[src/rtl/pipe_pkg.sv]
// Shared constants and helpers for the elastic increment/scale pipeline.
package pipe_pkg;

    localparam int PIPE_WIDTH_DEF = 8;
    localparam int PIPE_DEPTH_DEF = 8;
    localparam int PIPE_INC_DEF   = 1;
    localparam int PIPE_SCALE_DEF = 2;

    // Width of a counter that must represent 0..depth+1 words in flight.
    function automatic int occ_width(input int depth);
        return $clog2(depth + 2);
    endfunction

endpackage

[src/rtl/elastic_stage.sv]
// One elastic slot: a valid bit plus a data word.
// When adv is high, the slot loads upstream data plus INC.
// When adv is low, the slot holds its contents.
module elastic_stage
    import pipe_pkg::*;
#(
    parameter int               WIDTH = PIPE_WIDTH_DEF,
    parameter logic [WIDTH-1:0] INC   = WIDTH'(PIPE_INC_DEF)
) (
    input  logic             clk,
    input  logic             rst,
    input  logic             up_valid,
    input  logic [WIDTH-1:0] up_data,
    input  logic             adv,
    output logic             v,
    output logic [WIDTH-1:0] d
);

    logic             r_v;
    logic [WIDTH-1:0] r_d;

    // Slot register: clear on reset, load when allowed to advance, else hold.
    always_ff @(posedge clk) begin
        if (rst) begin
            r_v <= 1'b0;
            r_d <= '0;
        end else if (adv) begin
            r_v <= up_valid;
            r_d <= up_data + INC;
        end
    end

    assign v = r_v;
    assign d = r_d;

endmodule

[src/rtl/elastic_pipeline.sv]
// Elastic pipeline with DEPTH increment stages and a scaling output register.
//
// Output: out_data = ((in + DEPTH*INC) * SCALE) mod 2^WIDTH.
//
// Optional feature (macro PIPE_OCCUPANCY_EN): adds an occupancy port.
// This port is a registered count of the words currently in flight.
//
// Handshake: a word moves across a boundary only on a cycle where
// valid && ready is high at the clock edge.
//   - A producer may not retract valid or change data while waiting.
//   - A slot that is full and blocked downstream keeps its word unchanged.
//
// Ready is a purely combinational chain from out_ready back to in_ready.
// Because of that, a full pipe can accept and deliver in the same cycle.
module elastic_pipeline
    import pipe_pkg::*;
#(
    parameter int WIDTH = PIPE_WIDTH_DEF,
    parameter int DEPTH = PIPE_DEPTH_DEF,
    parameter int INC   = PIPE_INC_DEF,
    parameter int SCALE = PIPE_SCALE_DEF
) (
    input  logic             clk,
    input  logic             rst,
    input  logic             in_valid,
    output logic             in_ready,
    input  logic [WIDTH-1:0] in_data,
    output logic             out_valid,
    input  logic             out_ready,
    output logic [WIDTH-1:0] out_data
`ifdef PIPE_OCCUPANCY_EN
    ,
    output logic [occ_width(DEPTH)-1:0] occupancy
`endif
);

    localparam logic [WIDTH-1:0] INC_W   = WIDTH'(INC);
    localparam logic [WIDTH-1:0] SCALE_W = WIDTH'(SCALE);

    // Slot valid/data from the increment stages.
    logic [DEPTH-1:0] w_v;
    logic [WIDTH-1:0] w_d [DEPTH];

    // w_adv[k]: slot k may load from upstream this cycle.
    // Index DEPTH is the output register.
    logic [DEPTH:0]   w_adv;

    // Output register.
    logic             r_out_valid;
    logic [WIDTH-1:0] r_out_data;
    logic [WIDTH-1:0] w_prod;

    // Ready chain: a slot advances if it is empty or its downstream slot advances.
    always_comb begin
        w_adv[DEPTH] = !r_out_valid || out_ready;
        for (int k = DEPTH - 1; k >= 0; k--) begin
            w_adv[k] = !w_v[k] || w_adv[k+1];
        end
    end

    for (genvar k = 0; k < DEPTH; k++) begin : g_stage
        logic             w_up_valid;
        logic [WIDTH-1:0] w_up_data;

        if (k == 0) begin : g_first
            assign w_up_valid = in_valid;
            assign w_up_data  = in_data;
        end else begin : g_rest
            assign w_up_valid = w_v[k-1];
            assign w_up_data  = w_d[k-1];
        end

        elastic_stage #(
            .WIDTH (WIDTH),
            .INC   (INC_W)
        ) u_stage (
            .clk      (clk),
            .rst      (rst),
            .up_valid (w_up_valid),
            .up_data  (w_up_data),
            .adv      (w_adv[k]),
            .v        (w_v[k]),
            .d        (w_d[k])
        );
    end

    // The product is truncated to WIDTH bits, so wrap-around is silent.
    assign w_prod = WIDTH'(w_d[DEPTH-1] * SCALE_W);

    // Output register: load the scaled last-stage word when it may advance.
    always_ff @(posedge clk) begin
        if (rst) begin
            r_out_valid <= 1'b0;
            r_out_data  <= '0;
        end else if (w_adv[DEPTH]) begin
            r_out_valid <= w_v[DEPTH-1];
            r_out_data  <= w_prod;
        end
    end

    assign in_ready  = w_adv[0];
    assign out_valid = r_out_valid;
    assign out_data  = r_out_data;

`ifdef PIPE_OCCUPANCY_EN
    localparam int OCC_W = occ_width(DEPTH);

    logic             w_in_xfer;
    logic             w_out_xfer;
    logic [OCC_W-1:0] r_occ;

    assign w_in_xfer  = in_valid && w_adv[0];
    assign w_out_xfer = r_out_valid && out_ready;

    // Occupancy counter: +1 per accepted word, -1 per delivered word.
    always_ff @(posedge clk) begin
        if (rst) begin
            r_occ <= '0;
        end else if (w_in_xfer && !w_out_xfer) begin
            r_occ <= r_occ + OCC_W'(1);
        end else if (!w_in_xfer && w_out_xfer) begin
            r_occ <= r_occ - OCC_W'(1);
        end
    end

    assign occupancy = r_occ;
`endif

endmodule

[config.mk]
export PLATFORM = sky130hd
export DESIGN_NAME = elastic_pipeline
export DESIGN_NICKNAME = d
export VERILOG_FILES = /design/src/rtl/pipe_pkg.sv /design/src/rtl/elastic_stage.sv /design/src/rtl/elastic_pipeline.sv
export SDC_FILE = /design/constraint.sdc
export NUM_CORES = 1
export LEC_CHECK = 0
export CELL_PAD_IN_SITES_DETAIL_PLACEMENT = 1
export CELL_PAD_IN_SITES_GLOBAL_PLACEMENT = 1
export CORE_MARGIN = 5
export CORE_UTILIZATION = 40
export CTS_CLUSTER_SIZE = 25
export DETAILED_ROUTE_END_ITERATION = 16
export HOLD_SLACK_MARGIN = 0.06
export PLACE_DENSITY_LB_ADDON = 0.1
export SLEW_MARGIN = 30
export SYNTH_ARGS = -nofsm -noshare
export SYNTH_HDL_FRONTEND = slang
export SYNTH_SLANG_ARGS = --single-unit
[constraint.sdc]
create_clock -name clk -period 1.9 [get_ports clk]
set_input_delay 0.57 -clock clk [delete_from_list [all_inputs] [get_ports clk]]
set_output_delay 0.57 -clock clk [all_outputs]
set_load 0.1 [all_outputs]
==> results.md <==
- Setup crit end kind: output port
- Via count: roughly 2.4k
- # setup viols final: 0
- RSZ-0062 raised after global routing: true
- Syn Nets: 370
- Die span in y: about 99 um
- Area added between synthesis and finish: 20.6%
- WP data arrival: roughly 1.3 ns
- Layout cells sized above 1: 16.9%
- Synth Instances: between 300 and 400
- Largest net degree at the start of global routing: 44
- Crit path launch type: primary input
- # fillers: slightly below 900
- Utilization after layout: around half
- H-tree Lvls: 3
- Min Tclk post-route: 1.89 ns
- Root buf cell: clkbuf_8
- Register Area: 1460 um2
- Crit path required time: around 1.3 ns
- Crit path kind: in2out
- Total power: 2.95 mW
- Worst Skew: roughly 0.009 ns
- Antenna-violating nets left: 0
- CP Launch Point: out_ready
- Average routed wire per standard cell: 13.2 um
- GRT Total Usage: 14.5%
- Crit path max-delay family: simple AND/OR/NAND/NOR gates
- Period utilization: between 90 and 100%
- Hold Vio Cnt, Final: 0
- Crit path buf inv count: 2
- Row count: 32
- Routability cong.: roughly 0.72
- Max-slew violations: 0
- Ports: 22
- Power Density: 769 nW/um2
- Clock transition at the registers of the reported paths: 0.07 ns
- HP Start: g_stage[2].u_stage.v$_SDFFE_PP0P_
- Critical path, cell by cell: buf_6 -> and4b_4 -> nand4_4 -> buf_12
- Routed WL: 6390 um
- Clk_lat worst skew: roughly 0.34 ns
- Die ar.: approximately 9800 um2
- Fmax: 529 MHz
- Critical Path Max Stage Delay: 0.33 ns
- Reg2Reg Launch Point: out_valid$_SDFFE_PP0P_
- N_diodes: 0
- Warnings, synthesis: 0
- Port Buffers: 19
- VDD IR max: roughly 0.00034 V
- DPL Wire Length: about 4600 um
- Syn_area_per_cell: approximately 9 um2
- Synthesized area: 3180 um2
- Number of CTS-inserted buffers: 9
- Worst-path fanout max: 3
- Clock Path Buffers: 2
- Vias in the first global route: 2603
- Run status: finished clean
- Max cap viols: 0
- Final setup TNS: 0 ns
- Slowest-stage cell, CP: and4b_4
- Drt drc: 0
- Core Box Area: approximately 7700 um2
- Register area share after synthesis: between 40% and 50%
- Worst Hold Class: reg2reg
- Die Wd: between 90 and 100 um
- TritonCTS Sinks: around 70
- Router iterations before antenna repair: 4
- Synthesis-stage register bit count: a little over 70
- Nets: about 400
- First-pass GRT wire length: 11700 um
- Yosys cell types: 30
- CTS tree: done
- Initial antenna violation count: 0
- Vias per cell: 5.03
- Total grt overflow: 0
- Leakage: ~1.5 nW
- Multi-input gate area in the final layout: about 1600 um2
- Iter 0 DRT Violations: 70
- Starting density of the core: approximately 40%
-- area by class of cell --
| class | count | area share (%) |
|---|---|---|
| flip-flops and latches | 72 | 38.0 |
| multi-input cells | 255 | 42.1 |
| well taps | 102 | 3.33 |
| repair buffers | 37 | 11.7 |
| clock buffers | 10 | 3.59 |
| clock inverters | 6 | 0.914 |
| inverters | 4 | 0.392 |
-- power by group --
group	total, mW	switching [mW]	internal (mW)	leakage (nW)
registers	1.63	0.0622	1.57	0.592
clock network	1.08	0.578	0.500	0.0878
logic	0.236	0.123	0.113	0.819
-- logic make-up after synthesis --
family                     Yosys count  synth area share, %
xor gates and xnor gates            39                 10.8
muxes                                4                 1.26
adders and majority gates            8                 3.15
and+or+nand+nor                    136                 19.7
buffers and inverters               23                 3.90
other                                1                0.118
AOI/OAI and AO/OA                   67                 15.8
DFF                                 72                 45.4
-- state kept, by name (all words and copies together) (netlist names) --
signal,cells
out_data,7
out_valid,1
g_stage.u_stage.d,56
g_stage.u_stage.v,8
-- synthesized netlist by cell type, drive strengths merged --
cell,instances,share of area (%)
a311oi,1,0.28
ha,8,3.2
nand2b,1,0.20
a211oi,47,13
dfxtp,72,45
nand2,31,3.7
nand3,24,4.3
xnor2,22,6.1
clkbuf,10,1.2
and4,1,0.35
mux2i,4,1.3
xor2,17,4.7
and3,6,1.2
and4b,1,0.43
nor2,68,8.0
o21ai,1,0.16
or3,1,0.20
conb,1,0.12
buf,9,2.2
nand4,2,1.1
a21oi,18,2.8
nor2b,1,0.20
inv,4,0.47
-- worst min-delay path, cell delays in order, from the launching register on --
cell     delay [ns]
dfxtp_1        0.31
inv_1          0.05
a21oi_1        0.05
-- placed cells by master (no fill, tap or decap), drive strengths merged, types with 2 or more instances in the layout --
master | netlist | final
dfxtp | 72 | 72
nor2 | 68 | 68
a211oi | 47 | 47
nand2 | 31 | 31
buf | 9 | 29
nand3 | 24 | 24
xnor2 | 22 | 22
a21oi | 18 | 18
xor2 | 17 | 17
clkbuf | 10 | 10
ha | 8 | 8
clkdlybuf4s50 | 0 | 8
and3 | 6 | 6
mux2i | 4 | 4
inv | 4 | 4
clkinv | 0 | 4
clkinvlp | 0 | 2
nand4 | 2 | 2
-- what timing repair did --
| item | in CTS | in global routing |
|---|---|---|
| buffers inserted | 3 | 0 |
| pin swaps | 1 | 0 |
| hold buffers | 0 | 0 |
| hold endpoints to repair | 0 | 0 |
| resized for setup | 10 | 1 |
| cloned | 0 | 0 |
| endpoints found under the setup margin | 1 | 1 |
-- final timing paths --
path / end / slack (ns) / cells after the start
setup / recovery: in_ready / 0.009 / 4
setup reg to reg: g_stage[3].u_stage.d[1]$_SDFFE_PP0P_ / 0.46 / 6
hold reg to reg: g_stage[3].u_stage.v$_SDFFE_PP0P_ / 0.44 / 2
hold / removal: g_stage[3].u_stage.v$_SDFFE_PP0P_ / 0.44 / 2
-- metrics by stage --
step | setup slack, ns | area (um2) | instances | hold WS (ns)
6_report | 0.00863 | 3830 | 486 | 0.444
4_1_cts | 0.000993 | 3830 | 486 | 0.458
2_1_floorplan | 0.0488 | 3180 | 350 | 0.426
3_5_place_dp | -0.366 | 3620 | 467 | 0.443
5_1_grt | -0.0324 | 3830 | 486 | 0.472
3_3_place_gp | -0.365 | 3620 | 467 | 0.443
-- per-layer routing --
metal | GRT usage (%) | wire length [um] | vias up
met5 | 0 | 0 | -
met4 | 6.93 | 102 | 0
met3 | 3.09 | 120 | 8
met2 | 24.9 | 3220 | 13
met1 | 17.2 | 2950 | 1152
li1 | - | - | 1272
Power figures use the tool's default switching activity.
